## src/rtl/uart_stim_seq.sv

```systemverilog
// uart_stim_seq: plays a programmable script of {delay, byte} entries into the
// AXI-stream input of the debug uart_tx after a one-cycle start pulse.
module uart_stim_seq #(
    parameter int DEPTH   = 16,
    parameter int DELAY_W = 24,
    parameter int TIMEOUT = 1000000
) (
    input  logic                     clk_p,
    input  logic                     reset,
    input  logic                     cfg_we,
    input  logic [$clog2(DEPTH)-1:0] cfg_addr,
    input  logic [DELAY_W+7:0]       cfg_data,
    input  logic [$clog2(DEPTH):0]   cfg_len,
    input  logic                     start,
    output logic [7:0]               m_tdata,
    output logic                     m_tvalid,
    input  logic                     m_tready,
    output logic                     busy,
    output logic                     done,
    output logic                     err,
    output logic [$clog2(DEPTH):0]   sent_cnt
);

    localparam int AW = $clog2(DEPTH);
    localparam int TW = (TIMEOUT > 1) ? $clog2(TIMEOUT) : 1;
    localparam logic [AW:0]     LEN_MAX   = (AW+1)'(DEPTH);
    localparam logic [TW-1:0]   WAIT_LAST = TW'((TIMEOUT > 0) ? TIMEOUT - 1 : 0);

    localparam logic [2:0] S_IDLE  = 3'd0;
    localparam logic [2:0] S_LOAD  = 3'd1;
    localparam logic [2:0] S_DELAY = 3'd2;
    localparam logic [2:0] S_SEND  = 3'd3;
    localparam logic [2:0] S_FIN   = 3'd4;

    logic [DELAY_W+7:0] r_mem [DEPTH];
    logic [2:0]         r_state;
    logic [AW-1:0]      r_idx;
    logic [AW:0]        r_len;
    logic [DELAY_W-1:0] r_cnt;
    logic [TW-1:0]      r_wait;
    logic [7:0]         r_tdata;
    logic               r_tvalid;
    logic               r_err;
    logic [AW:0]        r_sent;

    logic [DELAY_W+7:0] w_entry;
    logic               w_busy;
    logic               w_last;
    logic               w_accept;
    logic               w_timeout;
    logic [AW:0]        w_len_clamped;

    assign w_entry       = r_mem[r_idx];
    assign w_busy        = (r_state != S_IDLE);
    assign w_last        = ({1'b0, r_idx} == (r_len - (AW+1)'(1)));
    assign w_accept      = r_tvalid && m_tready;
    assign w_timeout     = (TIMEOUT != 0) && (r_wait == WAIT_LAST);
    assign w_len_clamped = (cfg_len > LEN_MAX) ? LEN_MAX : cfg_len;

    assign m_tdata  = r_tdata;
    assign m_tvalid = r_tvalid;
    assign busy     = w_busy;
    assign done     = (r_state == S_FIN);
    assign err      = r_err;
    assign sent_cnt = r_sent;

    // Script RAM write port: no reset so the script survives reset, locked while playing
    always_ff @(posedge clk_p) begin
        if (cfg_we && !w_busy) begin
            r_mem[cfg_addr] <= cfg_data;
        end
    end

    // Playback sequencer: load entry, count its delay, hold the byte until accepted or timed out
    always_ff @(posedge clk_p) begin
        if (!reset) begin
            r_state  <= S_IDLE;
            r_idx    <= '0;
            r_len    <= '0;
            r_cnt    <= '0;
            r_wait   <= '0;
            r_tdata  <= '0;
            r_tvalid <= 1'b0;
            r_err    <= 1'b0;
            r_sent   <= '0;
        end else begin
            case (r_state)
                S_IDLE: begin
                    if (start) begin
                        r_idx   <= '0;
                        r_len   <= w_len_clamped;
                        r_sent  <= '0;
                        r_err   <= 1'b0;
                        r_state <= (cfg_len == '0) ? S_FIN : S_LOAD;
                    end
                end
                S_LOAD: begin
                    r_tdata <= w_entry[7:0];
                    r_cnt   <= w_entry[DELAY_W+7:8];
                    r_state <= S_DELAY;
                end
                S_DELAY: begin
                    if (r_cnt != '0) begin
                        r_cnt <= r_cnt - DELAY_W'(1);
                    end else begin
                        r_tvalid <= 1'b1;
                        r_wait   <= '0;
                        r_state  <= S_SEND;
                    end
                end
                S_SEND: begin
                    if (w_accept) begin
                        r_tvalid <= 1'b0;
                        r_sent   <= r_sent + (AW+1)'(1);
                        if (w_last) begin
                            r_state <= S_FIN;
                        end else begin
                            r_idx   <= r_idx + AW'(1);
                            r_state <= S_LOAD;
                        end
                    end else if (w_timeout) begin
                        r_tvalid <= 1'b0;
                        r_err    <= 1'b1;
                        r_state  <= S_FIN;
                    end else if (TIMEOUT != 0) begin
                        r_wait <= r_wait + TW'(1);
                    end
                end
                S_FIN: begin
                    r_state <= S_IDLE;
                end
                default: begin
                    r_state <= S_IDLE;
                end
            endcase
        end
    end

endmodule

```

## config.mk

```make
export PLATFORM = sky130hd
export DESIGN_NAME = uart_stim_seq
export DESIGN_NICKNAME = d
export VERILOG_FILES = /design/src/rtl/uart_stim_seq.sv
export SDC_FILE = /design/constraint.sdc
export NUM_CORES = 1
export LEC_CHECK = 0
export CORE_MARGIN = 2
export CORE_UTILIZATION = 25
export DETAILED_ROUTE_END_ITERATION = 7
export SLEW_MARGIN = 25
export SYNTH_ARGS = -nofsm -noshare
export SYNTH_HDL_FRONTEND = slang
export SYNTH_SLANG_ARGS = --single-unit
```

## constraint.sdc

```tcl
create_clock -name clk_p -period 8 [get_ports clk_p]
set_input_delay 1.6 -clock clk_p [delete_from_list [all_inputs] [get_ports clk_p]]
set_output_delay 1.6 -clock clk_p [all_outputs]
set_load 0.03 [all_outputs]
```

==> summary.md <==
| Metric | Value |
|---|---|
| Outcome | `finished clean` |
| Seq/Total Area, Yosys | `72.40%` |
| Most instantiated cells after synthesis | `sky130_fd_sc_hd__edfxtp_1, sky130_fd_sc_hd__mux4_2, sky130_fd_sc_hd__nor2_1` |
| Via count of the first global-routing pass | `12950` |
| Die ar. | `0.09569 mm2` |
| Post-synthesis instance total | `1309` |
| Top achievable clock speed | `0.2374 GHz` |
| ANT cells | `0` |
| Post-Route Skew | `0.02573 ns` |
| Data required time of the critical path | `6.40 ns` |
| DRC errors left | `0` |
| HPWL after detailed placement | `31200 um` |
| Wire length per cell | `21.42 um` |
| Setup TNS after final layout | `0 ns` |
| Die Ht | `309.3 um` |
| Number of routed nets with antenna violations | `0` |
| Slowest stage cell on the critical path | `sky130_fd_sc_hd__nor3_1` |
| Area delta synth->final | `17.54%` |
| Number of clock buffers inserted by TritonCTS | `58` |
| Peak supply drop | `0.1846 mV` |
| Share of flip-flops with an asynchronous set or reset after synthesis | `0%` |
| First-pass GRT wire length | `84950 um` |
| Number of hold buffers added after CTS | `0` |
| Number of DRC markers after the initial detailed-route iteration | `1375` |
| Num rows | `111` |
| WP data arrival | `2.61 ns` |
| Clock input transition at the sequential cells of the worst setup and hold paths | `0.06 ns` |
| Met2 global-route usage | `19.00%` |
| Cell types with the largest area share after synthesis | `sky130_fd_sc_hd__edfxtp_1, sky130_fd_sc_hd__mux4_2, sky130_fd_sc_hd__dfxtp_1, sky130_fd_sc_hd__mux2i_1, sky130_fd_sc_hd__nor2_1` |
| Core ar. | `0.09208 mm2` |
| GR Overflow Total | `0` |
| Num ports | `63` |
| Instance count after placement with tap cells included | `2567` |
| TritonCTS sink count | `587` |
| Pwr per Cell Area | `239.5 mW/mm2` |
| Crit Path Max Fanout | `12` |
| Kind of critical path | `reg2out` |
| Resized Gates After CTS | `0` |
| Total of endpoints with negative setup slack in the final report | `0` |
| Synthesized netlist net count | `1360` |
| Number of unique standard cell types used by synthesis | `65` |
| Clock root buffer | `sky130_fd_sc_hd__clkbuf_16` |
| Worst hold margin | `0.4820 ns` |
| Power after layout | `0.006561 W` |
| Ordered cell list for the critical path | `nor3_1 > inv_1 > clkdlybuf4s50_1` |
| Starting density of the core | `25.31%` |
| Hold/Removal Path Class | `reg2reg` |
| Number of antenna violations at the first check in global routing | `7` |
| Number of enable flip-flop cells after synthesis | `512` |
| Number of warnings reported in the yosys synthesis log | `0` |
| Max-slew headroom | `37.36%` |
| Max cap viols | `0` |
| Time the worst path needs with I/O delays and setup | `4.212 ns` |
| Met1 track demand over resource | `16.26%` |
| Nets | `1435` |
| Via Count | `12630` |
| Number of optimization iterations in the first detailed-route pass | `5` |
| Category of the worst setup path launch point | `register` |
| Number of buffer and inverter stages on the critical path | `2` |
| Clock latency at the later pin of the worst-skew pair | `0.64 ns` |
| Number of flip-flops and latches in the synthesized netlist | `587` |
| Most used flip-flop cell after synthesis | `sky130_fd_sc_hd__edfxtp_1` |
| Setup repair after global routing missed its margin | `no` |
| Cell with the most instances after synthesis | `sky130_fd_sc_hd__edfxtp_1` |
| Final critical-path share of the clock period | `52.65%` |
| CTS H-tree depth | `2` |
| Worst-Margin Slew | `0.9396 ns` |
| Final Hold Vio Count | `0` |
| CTS tree | `done` |
| Setup fix buffers added after clock tree synthesis | `0` |
| Width of the die | `309.3 um` |
| Average size of a mapped cell | `17.81 um2` |
| Setup crit end kind | `output pin` |
| Longest individual stage delay on the worst path | `0.75 ns` |
| Largest net degree at the start of global routing | `64` |
| Global-route track usage on met3 | `2.753%` |
| Fraction of post-synthesis cell area in the top cell type by area | `65.96%` |
| Gr usage total | `11.87%` |
| Util after Layout | `29.75%` |
| Number of vias per cell after detailed routing | `4.719` |
| Area of the mapped netlist | `0.02331 mm2` |
| Kind of cell adding the most delay to the critical path | `buffers and inverters` |
| Quantity of I/O buffers inserted on ports | `62` |
| Share of final-layout standard cells stronger than drive strength 1 | `19.40%` |
| Largest area contributor in the netlist | `sky130_fd_sc_hd__edfxtp_1` |
| Cell Count, Final, Fillers Out | `2676` |
| Busiest grt layer | `met2` |
| Routability cong. | `0.8403` |
| Max clock buf depth | `3` |
| Final Max Tran Viols | `0` |
| Leakage | `8.030 nW` |
| Final WL | `57310 um` |
metal layers:
metal	vias to the layer above	wire length [um]
li1	5456	-
met4	14	1079
met3	92	3752
met2	384	26850
met1	6681	25550
met5	-	81
flip-flops by register name (all words and copies together) (netlist names), named ones only:
signal    flops
err           1
m_tdata       8
m_tvalid      1
r_cnt        24
r_idx         4
r_len         5
r_mem       512
r_state       3
r_wait       20
sent_cnt      5
final cells by class:
type / count / area [um2]
timing repair buffer: 88 / 819.5
clock inverter: 28 / 255.2
sequential: 587 / 16890
tap: 1243 / 1555
clock buffer: 81 / 1608
multi-input combinational: 636 / 6220
inverter: 13 / 48.80
fill: 8965 / 64680
layout by cell type, fill, tap and decap left out, types with 9 or more instances in the layout:
cell type / count
sky130_fd_sc_hd__mux2i_1: 33
sky130_fd_sc_hd__nor2_4: 12
sky130_fd_sc_hd__nand3_1: 20
sky130_fd_sc_hd__nor2b_1: 15
sky130_fd_sc_hd__clkinv_2: 12
sky130_fd_sc_hd__clkbuf_1: 16
sky130_fd_sc_hd__nor2_1: 64
sky130_fd_sc_hd__clkbuf_16: 58
sky130_fd_sc_hd__or3_1: 10
sky130_fd_sc_hd__clkdlybuf4s50_1: 62
sky130_fd_sc_hd__nor3_1: 21
sky130_fd_sc_hd__buf_4: 25
sky130_fd_sc_hd__nand2_1: 67
sky130_fd_sc_hd__xnor2_1: 19
sky130_fd_sc_hd__edfxtp_1: 512
sky130_fd_sc_hd__or4_1: 9
sky130_fd_sc_hd__a21oi_1: 54
sky130_fd_sc_hd__mux4_2: 131
sky130_fd_sc_hd__a31oi_1: 12
sky130_fd_sc_hd__dfxtp_1: 71
sky130_fd_sc_hd__a211oi_1: 16
sky130_fd_sc_hd__o21ai_0: 19
sky130_fd_sc_hd__inv_1: 11
sky130_fd_sc_hd__nand4_1: 17
cell families after synthesis:
logic type                 synth area share [%]
DFF                                       72.40
xor gates and xnor gates                  1.015
AOI/OAI and AO/OA                         4.761
muxes                                     14.17
adders and majority gates                0.2684
buffers and inverters                     1.503
and+or+nand+nor                           5.878
tightest hold or removal path, cell delays in order, from the launching register on:
cell and delay, ns:
sky130_fd_sc_hd__dfxtp_1 0.32, sky130_fd_sc_hd__nand2_1 0.05, sky130_fd_sc_hd__a21oi_1 0.06
power breakdown:
part / switching (W) / total, W / internal (W) / leakage [nW]
Clock: 0.00116 / 0.00266 / 0.00150 / 0.910
Combinational: 0.000311 / 0.000455 / 0.000144 / 1.89
Sequential: 0.0000488 / 0.00344 / 0.00339 / 5.23
metrics by stage:
step | worst slack [ns] | instance area, um2
detailed placement | 3.709 | 25530
finish | 3.788 | 27400
CTS | 3.816 | 27390
global placement | 3.815 | 25520
floorplan | 3.298 | 23310
global route | 3.665 | 27400
final timing paths:
check	start	end	slack, ns	cells past startpoint
worst max-delay path	r_state[1]	busy	3.79	3
worst max register to register	register	r_cnt[13]	4.68	7
worst min register to register	m_tdata[1]	m_tdata[1]	0.48	2
worst min-delay path	m_tdata[1]	m_tdata[1]	0.48	2
No activity file was read; power rests on OpenSTA's default activity.
